===== src/rtl/layer_meta_gate.sv =====
// rtl/layer_meta_gate.sv - frame-synchronous per-layer metadata gate with fixed-priority merge
module layer_meta_gate #(
    parameter int         N_CH         = 4,
    parameter int         RGB_W        = 8,
    parameter int         BLINK_FRAMES = 16,
    parameter logic [1:0] RST_MODE     = 2'b01
) (
    input  logic                    clk,
    input  logic                    resetN,
    input  logic                    startOfFrame,
    input  logic                    twoPlayer,
    input  logic [N_CH-1:0]         drawReqIn,
    input  logic [N_CH*RGB_W-1:0]   RGBIn,
    input  logic                    modeWrEn,
    input  logic [$clog2(N_CH)-1:0] modeWrSel,
    input  logic [1:0]              modeWrData,
    output logic                    drawingRequestOut,
    output logic [RGB_W-1:0]        RGBOut,
    output logic [$clog2(N_CH)-1:0] layerIdOut,
    output logic                    blinkPhase
);
    localparam int SEL_W = $clog2(N_CH);
    localparam int CNT_W = (BLINK_FRAMES > 1) ? $clog2(BLINK_FRAMES) : 1;
    localparam logic [CNT_W-1:0] CNT_LAST  = CNT_W'(BLINK_FRAMES - 1);
    localparam logic [SEL_W:0]   SEL_LIMIT = (SEL_W + 1)'(N_CH);

    localparam logic [1:0] MODE_OFF   = 2'b00;
    localparam logic [1:0] MODE_ON    = 2'b01;
    localparam logic [1:0] MODE_BLINK = 2'b10;

    logic [1:0]       r_shadow [N_CH];
    logic [1:0]       r_active [N_CH];
    logic             r_active_two;
    logic [CNT_W-1:0] r_cnt;
    logic             r_blink;

    logic [N_CH-1:0]  w_enable;
    logic [N_CH-1:0]  w_valid;
    logic             w_any;
    logic [SEL_W-1:0] w_win_id;
    logic [RGB_W-1:0] w_win_rgb;

    assign blinkPhase = r_blink;

    // Shadow modes: software writes land here; out-of-range selects are dropped.
    always_ff @(posedge clk) begin
        if (!resetN) begin
            for (int i = 0; i < N_CH; i++) r_shadow[i] <= RST_MODE;
        end else if (modeWrEn && ({1'b0, modeWrSel} < SEL_LIMIT)) begin
            r_shadow[modeWrSel] <= modeWrData;
        end
    end

    // Active modes and game mode: latched only at frame start, taking the pre-write shadow.
    always_ff @(posedge clk) begin
        if (!resetN) begin
            for (int i = 0; i < N_CH; i++) r_active[i] <= RST_MODE;
            r_active_two <= 1'b0;
        end else if (startOfFrame) begin
            r_active     <= r_shadow;
            r_active_two <= twoPlayer;
        end
    end

    // Blink timer: counts frames and flips the phase every BLINK_FRAMES frames.
    always_ff @(posedge clk) begin
        if (!resetN) begin
            r_cnt   <= '0;
            r_blink <= 1'b1;
        end else if (startOfFrame) begin
            if (r_cnt == CNT_LAST) begin
                r_cnt   <= '0;
                r_blink <= ~r_blink;
            end else begin
                r_cnt <= r_cnt + 1'b1;
            end
        end
    end

    // Per-layer gate from the currently active mode, game mode and blink phase.
    always_comb begin
        w_enable = '0;
        for (int i = 0; i < N_CH; i++) begin
            case (r_active[i])
                MODE_OFF:   w_enable[i] = 1'b0;
                MODE_ON:    w_enable[i] = 1'b1;
                MODE_BLINK: w_enable[i] = r_blink;
                default:    w_enable[i] = ~r_active_two;
            endcase
        end
        w_valid = drawReqIn & w_enable;
    end

    // Fixed priority: scan from the top so the lowest valid index is the last to be kept.
    always_comb begin
        w_any     = 1'b0;
        w_win_id  = '0;
        w_win_rgb = '0;
        for (int i = N_CH - 1; i >= 0; i--) begin
            if (w_valid[i]) begin
                w_any     = 1'b1;
                w_win_id  = SEL_W'(i);
                w_win_rgb = RGBIn[i*RGB_W +: RGB_W];
            end
        end
    end

    // Output register: one-cycle latency, all-zero when nothing survives the gate.
    always_ff @(posedge clk) begin
        if (!resetN) begin
            drawingRequestOut <= 1'b0;
            RGBOut            <= '0;
            layerIdOut        <= '0;
        end else begin
            drawingRequestOut <= w_any;
            RGBOut            <= w_win_rgb;
            layerIdOut        <= w_win_id;
        end
    end
endmodule


===== config.mk =====
export PLATFORM = sky130hd
export DESIGN_NAME = layer_meta_gate
export DESIGN_NICKNAME = d
export VERILOG_FILES = /design/src/rtl/layer_meta_gate.sv
export SDC_FILE = /design/constraint.sdc
export NUM_CORES = 1
export LEC_CHECK = 0
export CORE_MARGIN = 4
export CORE_UTILIZATION = 44
export DETAILED_ROUTE_END_ITERATION = 8
export GPL_TIMING_DRIVEN = 0
export PLACE_DENSITY = 0.79
export SLEW_MARGIN = 5
export SYNTH_ARGS = -nofsm -noshare
export SYNTH_HDL_FRONTEND = slang
export SYNTH_SLANG_ARGS = --single-unit

===== constraint.sdc =====
create_clock -name clk -period 1.6 [get_ports clk]
set_input_delay 0.16 -clock clk [delete_from_list [all_inputs] [get_ports clk]]
set_output_delay 0.16 -clock clk [all_outputs]
set_load 0.01 [all_outputs]

After elaboration in Yosys (flattened, before gate mapping)
Cells that the tools add are included.
Widths: inputs -> output; s select.
Cells by class
  add/sub/neg operators: 1
  $lt $le $gt $ge: 2
  equal/unequal tests: 9
  multiplexer cells: 19
  bitwise logic cells: 5
  reduce and logical (&&, ||, !) cells: 8
Operators by type and width (number)
  $mux 8: 4
  $pmux 1 s3: 4
  $bwmux 8: 1
  $eq 2x1->1 const B: 4
  $eq 2x2->1 const B: 4
  $logic_not 2->1: 4
  $mux 2: 3
  $mux 1: 5
  $add 4x1->4 const B: 1
  $and 4x4->4: 1
  $demux 2 s2: 1
  $eq 4x4->1 const B: 1
  $mux 4: 1
  $ge 3x3->1 const B: 1
  $lt 3x1->1 const B: 1
  $not 1->1: 3
  $not 2->3: 1
  $reduce_or 3->1: 1
  $reduce_and 2->1: 1
  $reduce_or 2->1: 1
  $logic_and 1x1->1: 1
Word-level totals
  bits in registers: 33
  bits of input ports: 45
  output and inout port bits: 12
  logic and storage cells: 59

Logic depth before layout (Yosys ltp)
  word-level depth: 7
  depth in mapped cells: 6
  gate-level depth less buffers: 4

Worst setup path after synthesis
No wires, ideal clock.
  kind: flip-flop to flip-flop
  start: register r_blink (netlist: blinkPhase)
  end: register RGBOut[0]
  setup time: 0.132 ns
  data arrival time: 1.299 ns
  required time: 1.468 ns
  setup slack: 0.169 ns
  stages on the path, launching flop included: 6
  buffers on the path: 1
  period minus slack after synthesis: 1.431 ns
  cells stage by stage: dfxtp_1 nand3b_2 a21bo_1 buf_6 a311oi_2 o32ai_1
Between the ends
  cells in the longest elaborated chain, start to end: 6
  elaborated cells between the ends (all ways): 9
  classes of those cells: mux (8); bitwise (1)
RTL lines
  start, declared: line 35  | logic r_blink;
  start signal, assigned: line 73  | r_blink <= ~r_blink;
  $pmux 1 s3: line 84  | case (r_active[i])
  $and 4x4->4 *: line 91  | w_valid = drawReqIn & w_enable;
  $mux 8 (3 in series): line 100  | if (w_valid[i]) begin
  $mux 8 *: line 100
  end signal, assigned: line 116  | RGBOut <= w_win_rgb;
  end, declared: line 18  | output logic [RGB_W-1:0] RGBOut,
Every way passes the cells marked *; elsewhere a longest branch is shown, timed or not.
A chain may end at the register's enable or synchronous reset.

Worst setup path in the final report
  start: register r_active[2] in the netlist's numbering
  end: register RGBOut[3]
Between the ends
  cells in the longest elaborated chain, start to end: 6
  elaborated cells between the ends (all ways): 8
  classes of those cells: eq/ne (2); mux (4); bitwise (1); reduce/logical (1)
RTL lines
  start, declared: line 32  | logic [1:0] r_active [N_CH];
  start signal, assigned: line 60  | r_active <= r_shadow;
  $eq 2x2->1 (tied with other cells): line 84
  $pmux 1 s3 *: line 84
  $and 4x4->4 *: line 91
  $mux 8 * (3 in series): line 100
Marked as above.

==> summary.txt <==
Timing
  • # setup viols final: 0
  • Period minus WS final: 1532 ps
  • Clock Skew: 8.795 ps
  • Worst-Margin Slew: 488.3 ps
  • Slew Viols, Final: 0
  • Final Hold Viols: 0
  • Fmax: 0.6529 GHz
  • Final Cycle Share: 0.9573
  • Worst rel slew slack: 0.6745
  • Hold slack: 183.6 ps

Power
  • Sw Ratio: 0.2464
  • Worst VDD drop: 0.0005104 V
  • Comb power frac: 0.192
  • Tot Pwr: 1.834 mW
  • Pint: 1.382 mW
  • Psw: 0.4520 mW
  • Clock power share: 0.330
  • PD cells: ~810 nW/um^2
  • Lkg Pwr: 0.9252 nW
  • Sequential share of power: 0.478

Floorplan
  • # rows: 21
  • Initial Util: 0.4622
  • I/O Pins: 57
  • Die Span Y: 67.67 um
  • Die X: a little under 70 um
  • Full die area: 4579 sq um
  • CORE AREA: approximately 3400 sq um

Setup path
  • CP cell instances: a21bo_1 > buf_6 > a21bo_1 > buf_6 > a311oi_4 > o32ai_1
  • Worst setup SP type: register
  • CP arrival: approximately 1800 ps
  • Maximum fanout along the worst path: 10
  • Worst path max stage delay: 360 ps
  • Worst path buffer plus inverter count: 2
  • Worst EP required: about 1800 ps
  • Delay-heaviest family, CP: compound AO/OA/AOI/OAI gates
  • Critical Setup Path Class: register to register
  • Critical path capture point type: register
  • Critical Path Slowest Stage Cell: dfxtp_1

Clocking
  • Total CTS buffers: 5
  • Clk_lat worst skew: between 300 and 400 ps
  • Clk buf depth: 2
  • Hold_buf cts: 0
  • CTS sink cnt: 33
  • Cell chosen for the clock root: clkbuf_4
  • CTS tree: done
  • Reg clk slew, reported paths: 100 ps
  • # H-tree levels: 2

Synthesis
  • #FFs+latches synth: 33
  • Dominant cells by area after synthesis: dfxtp_1, mux2i_1, a311oi_2
  • Post-Syn Nets: roughly 210
  • Multiplexer area fraction after synthesis: 0.1150
  • Post-synth top area share: 0.4217
  • Synth Area in Adders: 0.007987
  • Syn Area/Cell: 9.324 sq um
  • Synth Area in Simple Gates: 0.1797
  • Register area share after synthesis: 0.4217
  • Mapped Area: approximately 1600 sq um
  • Synth Flop Type: dfxtp_1
  • Commonest cells post-synth: dfxtp_1, nand2_1, nor2_1
  • Mapped Cells: 168
  • Number of synthesized flops with an enable pin: 0
  • YS warnings: 0
  • Synth unique cells: 32
  • Xor/xnor cell area share of the yosys netlist: 0.01118
  • Area leader, netlist: dfxtp_1
  • Post-synthesis compound-gate area fraction: 0.2212
  • Async SR Flop Fraction: 0
  • Largest family of logic cells by synthesized area: compound AO/OA/AOI/OAI gates
  • Most common cell in the netlist: dfxtp_1

Status
  • Status: complete, no violations

Finish
  • N_diodes: 0
  • Area Growth Syn to Fin: 44.89%
  • Filler cells: 287
  • Non-Filler Instances: 276
  • Layout cells sized above 1: 0.1261
  • Fin nets: 276

GRT
  • GRT overflow: 0
  • GRT Total Usage: 0.1750
  • Via count of the first global-routing pass: ~1.3k
  • Largest net degree at the start of global routing: 11
  • Initial antenna violation count: 0
  • First-pass GRT wire length: 5.954 mm

Routing
  • Initial detailed-routing violation count: 65
  • DRT antenna net count: 0
  • Drt pass-1 iters: 4
  • Wire length per cell: 14.25 um
  • DRC viols: 0
  • Via count: approximately 1.4k
  • Vias/cell: 5.203
  • Final wirelength: 3.932 mm

Job
  • Max Cap Viol: 0

Placement
  • Final Wtd Congestion: 0.6842
  • Final HPWL DP: 2.841 mm
  • Port Buffers: 53
  • DP Cell Count: 267

Hold path
  • Hold Path Class: input port to register
[repair_timing]
item | 4_1_cts | 5_1_grt
hold endpoints to repair | 0 | 0
endpoints found under the setup margin | 4 | 8
gates cloned | 0 | 0
pin swaps | 1 | 1
setup buffers | 0 | 2
gates resized for setup | 3 | 3
[final cells by class]
cell class | count | area (sq um) | area share
repair buffers | 55 | 545.5 | 0.2404
well taps | 46 | 57.56 | 0.02536
plain buffers | 10 | 62.56 | 0.02756
clock inverters | 2 | 35.03 | 0.01544
clock buffers | 5 | 37.54 | 0.01654
inverters | 2 | 7.507 | 0.003308
flip-flops and latches | 33 | 661.9 | 0.2916
multi-input cells | 123 | 862.1 | 0.3798
[registers in the layout, summed over array words and instances, names as in the netlist]
register	flops
r_active_two	1
drawingRequestOut	1
r_shadow	8
layerIdOut	2
r_cnt	4
RGBOut	8
r_active	8
blinkPhase	1
[per-layer routing]
metal	routed length, um	global-route usage	share of wire	vias to the layer above
met2	1868	0.2868	0.48	57
met5	0	0	0	-
met4	46	0.07595	0.012	0
met3	420	0.05324	0.11	5
li1	-	-	-	735
met1	1597	0.2099	0.41	639
[metrics by stage]
| stage | setup WS (ps) | utilization | setup TNS [ps] | cell area, sq um |
|---|---|---|---|---|
| after floorplan | 168.8 | - | 0 | 1567 |
| after global placement | -131.0 | 0.6357 | -527.9 | 2155 |
| after detailed placement | -132.8 | 0.6357 | -593.6 | 2155 |
| after CTS | 9.448 | 0.6611 | 0 | 2241 |
| after global routing | -6.256 | 0.6696 | -6.256 | 2270 |
| final | 68.26 | 0.6696 | 0 | 2270 |
[power by group through the flow]
stage,registers [mW],logic (mW),clock network [mW]
floorplan,0.903,0.151,0
global placement,0.894,0.341,0
detailed placement,0.895,0.343,0
CTS,0.876,0.345,0.615
global route,0.880,0.380,0.654
finish,0.876,0.352,0.605
[worst register-to-register path: stages (launching register included)]
cell	delay (ps)
dfxtp_1	360
a21bo_1	220
buf_6	140
a21bo_1	170
buf_6	150
a311oi_4	280
o32ai_1	120
[layout by cell type, fill, tap and decap left out, types with 2 or more instances in the layout]
cell type / Yosys / routed
nand3b_1: 2 / 2
nor2_1: 22 / 22
buf_2: 3 / 2
a21oi_1: 12 / 12
buf_4: 1 / 3
buf_6: 2 / 2
inv_1: 2 / 2
xor2_1: 2 / 2
nor3_1: 2 / 2
nand2_1: 28 / 28
nand3_1: 2 / 2
clkbuf_1: 4 / 4
o32ai_1: 8 / 8
a21bo_1: 2 / 2
clkdlybuf4s50_1: 0 / 53
and3b_1: 2 / 2
a311oi_2: 8 / 7
mux2i_1: 18 / 18
clkbuf_4: 0 / 6
dfxtp_1: 33 / 32
[cell families (layout without fill, tap and decap cells)]
kind of cell,Yosys count,count (layout)
mux,18,18
buf+inv,12,74
simple gates,63,63
flops,33,33
fa+ha+maj,1,1
compound gates,39,39
xor+xnor,2,2
[final timing paths]
path	start	end	slack [ps]	cells past startpoint
setup / recovery	r_active[2]$_SDFFE_PN1P_	RGBOut[3]$_SDFF_PN0_	70	6
hold / removal	resetN	RGBOut[2]$_SDFF_PN0_	180	3
hold reg to reg	r_shadow[0]$_SDFFE_PN1P_	r_shadow[0]$_SDFFE_PN1P_	480	2
setup reg to reg	r_active[2]$_SDFFE_PN1P_	RGBOut[3]$_SDFF_PN0_	70	6
(Power assumes the default switching activity.)
